$ cat config.mk
export PLATFORM = sky130hd
export DESIGN_NAME = fetch_stage
export DESIGN_NICKNAME = d
export VERILOG_FILES = /design/src/rtl/fetch_stage.sv
export SDC_FILE = /design/constraint.sdc
export NUM_CORES = 1
export LEC_CHECK = 0
export CAP_MARGIN = 5
export CORE_ASPECT_RATIO = 1.75
export CORE_MARGIN = 1.5
export CORE_UTILIZATION = 40
export CTS_CLUSTER_SIZE = 14
export DETAILED_ROUTE_END_ITERATION = 7
export GPL_TIMING_DRIVEN = 1
export PLACE_DENSITY_LB_ADDON = 0.1
export SLEW_MARGIN = 20
export SYNTH_ARGS = -nofsm -noshare
export SYNTH_HDL_FRONTEND = slang
export SYNTH_SLANG_ARGS = --single-unit
$ cat constraint.sdc
create_clock -name clk -period 3.45 [get_ports clk]
set_input_delay 0.345 -clock clk [delete_from_list [all_inputs] [get_ports clk]]
set_output_delay 0.345 -clock clk [all_outputs]
set_load 0.1 [all_outputs]
$ cat src/rtl/fetch_stage.sv
// Instruction-fetch stage: owns the PC, drives the synchronous imem and pairs returned words with their PC.
// Optional FETCH_PERF_CNT_EN adds perf_fetched/perf_stall counters.
module fetch_stage #(
    parameter int          ADDR_WIDTH = 10,
    parameter logic [31:0] RESET_PC   = 32'h0000_0000
) (
    input  logic                  clk,
    input  logic                  rst,
    output logic [ADDR_WIDTH-1:0] imem_addr,
    input  logic [31:0]           imem_data,
    input  logic                  stall,
    input  logic                  redirect_valid,
    input  logic [31:0]           redirect_pc,
    output logic                  if_valid,
    output logic [31:0]           if_pc,
    output logic [31:0]           if_instr,
    output logic                  if_fault
`ifdef FETCH_PERF_CNT_EN
    ,
    output logic [31:0]           perf_fetched,
    output logic [31:0]           perf_stall
`endif
);

    localparam logic [1:0] BOOT  = 2'd0;
    localparam logic [1:0] RUN   = 2'd1;
    localparam logic [1:0] FAULT = 2'd2;

    logic [1:0]  state;
    logic [1:0]  state_next;
    logic [31:0] pc;
    logic [31:0] req_pc;
    logic        redirect_misaligned;

    assign redirect_misaligned = redirect_valid && (redirect_pc[1:0] != 2'b00);

    // Re-reading the same word while held keeps imem_data stable without a capture register.
    always_comb begin
        req_pc = pc + 32'd4;
        if (redirect_valid)
            req_pc = redirect_pc;
        else if (state == BOOT || state == FAULT || stall)
            req_pc = pc;
    end

    always_comb begin
        state_next = state;
        case (state)
            BOOT:    state_next = RUN;
            RUN:     if (redirect_misaligned) state_next = FAULT;
            FAULT:   if (redirect_valid && !redirect_misaligned) state_next = RUN;
            default: state_next = BOOT;
        endcase
    end

    always_ff @(posedge clk or posedge rst) begin
        if (rst) begin
            state <= BOOT;
            pc    <= RESET_PC;
        end else begin
            state <= state_next;
            pc    <= req_pc;
        end
    end

    assign imem_addr = req_pc[ADDR_WIDTH+1:2];
    assign if_valid  = (state == RUN) && !redirect_valid;
    assign if_pc     = pc;
    assign if_instr  = imem_data;
    assign if_fault  = (state == FAULT);

`ifdef FETCH_PERF_CNT_EN
    always_ff @(posedge clk or posedge rst) begin
        if (rst) begin
            perf_fetched <= '0;
            perf_stall   <= '0;
        end else if (if_valid) begin
            if (stall)
                perf_stall   <= perf_stall + 32'd1;
            else
                perf_fetched <= perf_fetched + 32'd1;
        end
    end
`endif

endmodule

==> results of run 1 <==
power groups by stage:
stage | Clock, uW | Combinational [uW] | Sequential (uW)
floorplan | 0 | 519 | 806
global placement | 0 | 821 | 533
detailed placement | 0 | 823 | 535
CTS | 320 | 825 | 527
global route | 334 | 857 | 537
finish | 310 | 819 | 527
state kept, by name, indices dropped and copies added (netlist names):
signal  cells
if_pc      32
state       2
routing by layer:
layer / wire length, um / share of wire (%) / up-vias
met5: 0 / 0 / -
met4: 150 / 2.6 / 0
met3: 331 / 5.8 / 16
met2: 3100 / 54 / 69
met1: 2180 / 38 / 923
li1: - / - / 994
layout by cell type (no fill, tap or decap), types with 2 or more instances in the layout:
master,instances
xnor2_1,9
nand3_1,9
o211ai_1,3
a31oi_1,14
or4_4,3
xor2_1,2
o21ai_0,19
nor2_1,18
clkbuf_8,6
nor3_1,4
and3_1,2
nor4_1,3
inv_1,5
or3_1,5
buf_4,8
o31ai_1,8
buf_12,6
nand4_1,8
mux2_2,3
dfrtp_1,34
clkdlybuf4s50_1,68
or4_1,12
nand2_1,29
nor2b_1,4
critical path: cells and delay by family:
family                 cells  cell delay, ns
AO/OA/AOI/OAI              1            0.32
AND/OR/NAND/NOR            3            1.23
buffers and inverters      2            0.66
layout make-up:
class | instances | area (um2)
Inverter | 6 | 22.5
Sequential cell | 34 | 851
Clock buffer | 7 | 86.3
Timing Repair Buffer | 82 | 861
Multi-Input combinational cell | 174 | 1080
Clock inverter | 1 | 5.00
Tap cell | 76 | 95.1
Fill cell | 554 | 2590
cell families (layout without fill, tap and decap cells):
kind of cell	after synthesis	count (layout)	share of synthesized area (%)
and+or+nand+nor	109	109	26.3
buffers and inverters	58	96	17.4
AOI/OAI and AO/OA	49	49	13.3
DFF	34	34	36.5
xor gates and xnor gates	11	11	4.13
muxes	4	4	1.88
adders and majority gates	1	1	0.536
final timing paths:
| kind | start | to | slack, ns | depth (start not counted) |
|---|---|---|---|---|
| max | stall | imem_addr[9] | 0.54 | 6 |
| min | rst | if_pc[28] | 0.46 | 3 |
| max reg2reg | if_pc[2] | if_pc[28] | 1.25 | 5 |
| min reg2reg | if_pc[1] | if_pc[1] | 0.51 | 1 |
| max in group asynchronous | rst | state[0] | 2.66 | 3 |
| min in group clk | if_pc[1] | if_pc[1] | 0.51 | 1 |
stage by stage:
step	setup slack (ns)	utilization, %	total power [uW]	area [um2]
floorplan	0.470	-	1330	2330
global placement	0.550	52.0	1350	2910
detailed placement	0.530	52.0	1360	2910
CTS	0.533	53.7	1670	3000
global route	0.437	53.7	1730	3000
finish	0.539	53.7	1660	3000
==> flow_metrics.env, run 1 <==
export IMPL_synth_seq_cells=34
export IMPL_clkPwrFrac_pct=18.7
export IMPL_dieWidth_um=60.7
export IMPL_setup_violations=0
export IMPL_ant_nets=0
export IMPL_clk_pin_slew_ns=0.08
export IMPL_cellPowerDensity_nw_per_um2=553
export IMPL_period_needed_ns=2.91
export IMPL_ys_top_cells_by_count="buf_4 (42), dfrtp_1 (34), nand2_1 (29)"
export IMPL_end_kind="output pin"
export IMPL_critPathRequiredTime_ns=3.11
export IMPL_irDropWorstVdd_mv=0.355
export IMPL_htreeDepth=2
export IMPL_drive_gt1_share_pct=11.2
export IMPL_antenna_cells=0
export IMPL_switching_share_pct=49.7
export IMPL_crit_path_start_kind="input port"
export IMPL_root_buffer="clkbuf_8"
export IMPL_met3_usage_pct=3.61
export IMPL_busiest_layer="met2"
export IMPL_synth_cells=266
export IMPL_cts_buffers_inserted=5
export IMPL_cts_resized=0
export IMPL_worst_pin_slew_ns=0.989
export IMPL_die_h_um=104
export IMPL_grt_first_pass_wirelength_mm=9.33
export IMPL_design_core_area_um2=5590
export IMPL_timing_final_max_slew_violations=0
export IMPL_cp_cell_sequence="clkdlybuf4s50_1, nand3b_2, or4_1, or3_1, a31oi_1, buf_12"
export IMPL_final_nets=372
export IMPL_use_met1_pct=20.7
export IMPL_holdWs_ns=0.460
export IMPL_instances_no_fill=380
export IMPL_antenna_found_initial=0
export IMPL_ios=144
export IMPL_clockBufferDepth=2
export IMPL_dieArea_um2=6320
export IMPL_grt_pass1_vias=1991
export IMPL_gp_congestion=0.771
export IMPL_synth_most_common_cell="buf_4"
export IMPL_worst_skew_pair_late_latency_ns=0.29
export IMPL_syn_area_per_cell_um2=8.77
export IMPL_p_leak_uw=0.00113
export IMPL_postCtsSetupBuffers=0
export IMPL_async_reset_ff_share_pct=100
export IMPL_yosys_cell_types_count=46
export IMPL_wl_mm=5.76
export IMPL_first_iter_violations=67
export IMPL_rows=36
export IMPL_period_share_pct=84.4
export IMPL_vias=2002
export IMPL_cts_sinks=34
export IMPL_cts_hold_buf=0
export IMPL_rsz0062_at_grt="no"
export IMPL_synth_edf_count=0
export IMPL_grt_max_degree=36
export IMPL_start_util_pct=41.8
export IMPL_slew_headroom_pct=33.9
export IMPL_fin_skew_ns=0.00852
export IMPL_drv_cap=0
export IMPL_status="completed"
export IMPL_worstPathMaxFanout=6
export IMPL_synth_flop_cell="dfrtp_1"
export IMPL_area_growth_pct=28.5
export IMPL_grt_util_met2_pct=33.6
export IMPL_grt_ovfl_total=0
export IMPL_slowest_delay_ns=0.63
export IMPL_syn_nets=335
export IMPL_synthTopCellsByArea="dfrtp_1 (36%), buf_4 (14%), nand2_1 (4.7%)"
export IMPL_p_sw_uw=823
export IMPL_via_per_inst=5.27
export IMPL_drc=0
export IMPL_ys_warn_count=0
export IMPL_seq_power_share_pct=31.8
export IMPL_avgRoutedWirePerCell_um=15.1
export IMPL_cts_tree="built"
export IMPL_netlist_area_um2=2330
export IMPL_cp_slowest_cell="or4_1"
export IMPL_grt_usage_pct=19.1
export IMPL_hp_class="in2async"
export IMPL_placed_cells=372
export IMPL_intPower_uw=833
export IMPL_port_buffers=79
export IMPL_tns_ns=0
export IMPL_finalHoldViolCount=0
export IMPL_dr_pass1_iters=4
export IMPL_synth_top_area_cell="dfrtp_1"
export IMPL_p_comb_share_pct=49.4
export IMPL_yosysSeqAreaShare_pct=36.5
export IMPL_worstPathArrival_ns=2.57
export IMPL_worstSetupPathType="in2out"
export IMPL_clock_fmax_mhz=343
export IMPL_synth_top_area_share_pct=36.5
export IMPL_dp_hpwl_mm=4.25
(Power assumes the default switching activity.)
==> inputs of run 2 (changes only) <==
Settings changed: CORE_UTILIZATION 40 to 34.
Clock period 3.45 ns to 2.6 ns, I/O delays scaled along.
==> flow_metrics.env, run 2 (synthesis gave the netlist of run 1 again) <==
export IMPL_status="completed"
export IMPL_vias=2036
export IMPL_worstPathMaxFanout=4
export IMPL_clock_fmax_mhz=403
export IMPL_r2r_end="if_pc[28]"
export IMPL_cts_hold_buf=0
export IMPL_cts_buffers_inserted=5
export IMPL_grt_ovfl_total=0
export IMPL_period_needed_ns=2.48
export IMPL_fin_skew_ns=0.00241
export IMPL_cts_sinks=34
export IMPL_holdWs_ns=0.294
export IMPL_wl_mm=5.99
export IMPL_end_kind="output pin"
export IMPL_setup_violations=0
export IMPL_drv_cap=0
export IMPL_dieWidth_um=65.6
export IMPL_clk_pin_slew_ns=0.05
export IMPL_design_core_area_um2=6590
export IMPL_first_iter_violations=73
export IMPL_drive_gt1_share_pct=25.9
export IMPL_r2r_start="if_pc[2]"
export IMPL_finalHoldViolCount=0
export IMPL_grt_usage_pct=17.0
export IMPL_rsz0062_at_grt="no"
export IMPL_antenna_found_initial=0
export IMPL_ff2ff_setup_slack_ns=0.43
export IMPL_grt_first_pass_wirelength_mm=9.86
export IMPL_hp_class="in2async"
export IMPL_critPathRequiredTime_ns=2.34
export IMPL_worst_pin_slew_ns=0.555
export IMPL_fin_ws_ns=0.121
export IMPL_area_growth_pct=33.2
export IMPL_final_core_util_pct=47.2
export IMPL_final_common_cell="buf_4"
export IMPL_drc=0
export IMPL_htreeDepth=2
export IMPL_p_leak_uw=0.00122
export IMPL_antenna_cells=0
export IMPL_dp_worst_setup_slack_ns=0.0496
export IMPL_p_total_uw=2510
export IMPL_worstPathArrival_ns=2.22
export IMPL_worst_skew_pair_late_latency_ns=0.27
export IMPL_cellPowerDensity_nw_per_um2=807
export IMPL_final_nets=377
export IMPL_slew_headroom_pct=62.7
export IMPL_via_per_inst=5.21
export IMPL_grt_max_degree=31
export IMPL_dieArea_um2=7380
export IMPL_tns_ns=0
export IMPL_r2r_cells=5
export IMPL_ant_nets=0
export IMPL_ios=144
export IMPL_clockBufferDepth=2
export IMPL_cts_tree="built"
export IMPL_dr_pass1_iters=4
export IMPL_avgRoutedWirePerCell_um=15.3
export IMPL_die_h_um=113
export IMPL_period_share_pct=95.4
export IMPL_crit_path_start_kind="input port"
export IMPL_grt_pass1_vias=2015
export IMPL_gp_congestion=0.819
export IMPL_root_buffer="clkbuf_16"
export IMPL_largest_register_ffs=32
export IMPL_final_cell_mix="buf_4 (41), clkdlybuf4s50_1 (35), nand2_1 (29)"
export IMPL_timing_final_max_slew_violations=0
export IMPL_fillers=679
export IMPL_start_util_pct=35.4
export IMPL_port_buffers=79
export IMPL_rows=39
export IMPL_dp_hpwl_mm=4.59
export IMPL_worstSetupPathType="in2out"
export IMPL_irDropWorstVdd_mv=0.484
==> run 2: changes by cell type in the layout (fill, tap and decap cells not counted), sizes merged <==
cell,change
clkdlybuf4s50,-33
clkinv,-1
bufinv,+1
buf,+38
==> run 2: worst max path at each step <==
stage / startpoint / end / slack [ns]
floorplan: if_pc[22] / if_pc[30] / 0.009
global placement: stall / imem_addr[9] / 0.07
detailed placement: stall / imem_addr[9] / 0.05
CTS: stall / imem_addr[9] / 0.05
global route: stall / imem_addr[9] / 0.004
finish: stall / imem_addr[9] / 0.12
==> run 2: timing repair <==
| item | CTS | global route |
|---|---|---|
| buffers inserted | 0 | 0 |
| resized for setup | 0 | 1 |
| endpoints found under the setup margin | 0 | 1 |
==> run 2: cell type report <==
cell class,count,area (um2),share of cell area (%)
Inverter,6,22.5,0.725
Tap cell,82,103,3.30
Timing Repair Buffer,87,878,28.3
Sequential cell,34,861,27.7
Clock buffer,7,133,4.27
Multi-Input combinational cell,174,1080,34.8
Clock inverter,1,30.0,0.967
==> run 2: critical path, cell delays in order <==
cell,delay [ns]
clkdlybuf4s50_1,0.45
nand3b_2,0.23
or4_4,0.52
or3_1,0.31
a31oi_1,0.13
buf_4,0.15
buf_12,0.16
==> run 2: where the power goes <==
part	internal, uW	switching (uW)
sequential	601	93.5
combinational	331	820
clock	453	210
total	1380	1120
==> run 2: stage by stage <==
step           std cells  instance area, um2
2_1_floorplan        266                2340
3_3_place_gp         383                2940
3_5_place_dp         383                2940
4_1_cts              391                3100
5_1_grt              391                3110
6_report             391                3110
==> run 2: metal layers <==
metal | wire length (um) | part of all wire [%] | global-route usage, %
met5 | 0 | 0 | 0
met4 | 136 | 2.3 | 7.50
met3 | 343 | 5.7 | 3.11
met2 | 3300 | 55 | 31.0
met1 | 2210 | 37 | 18.6
==> inputs of run 3 (changes only) <==
Settings changed: CAP_MARGIN 5 to 20.
==> results of run 3 <==
Final layout, timing and power as in run 2 (identical DEF).
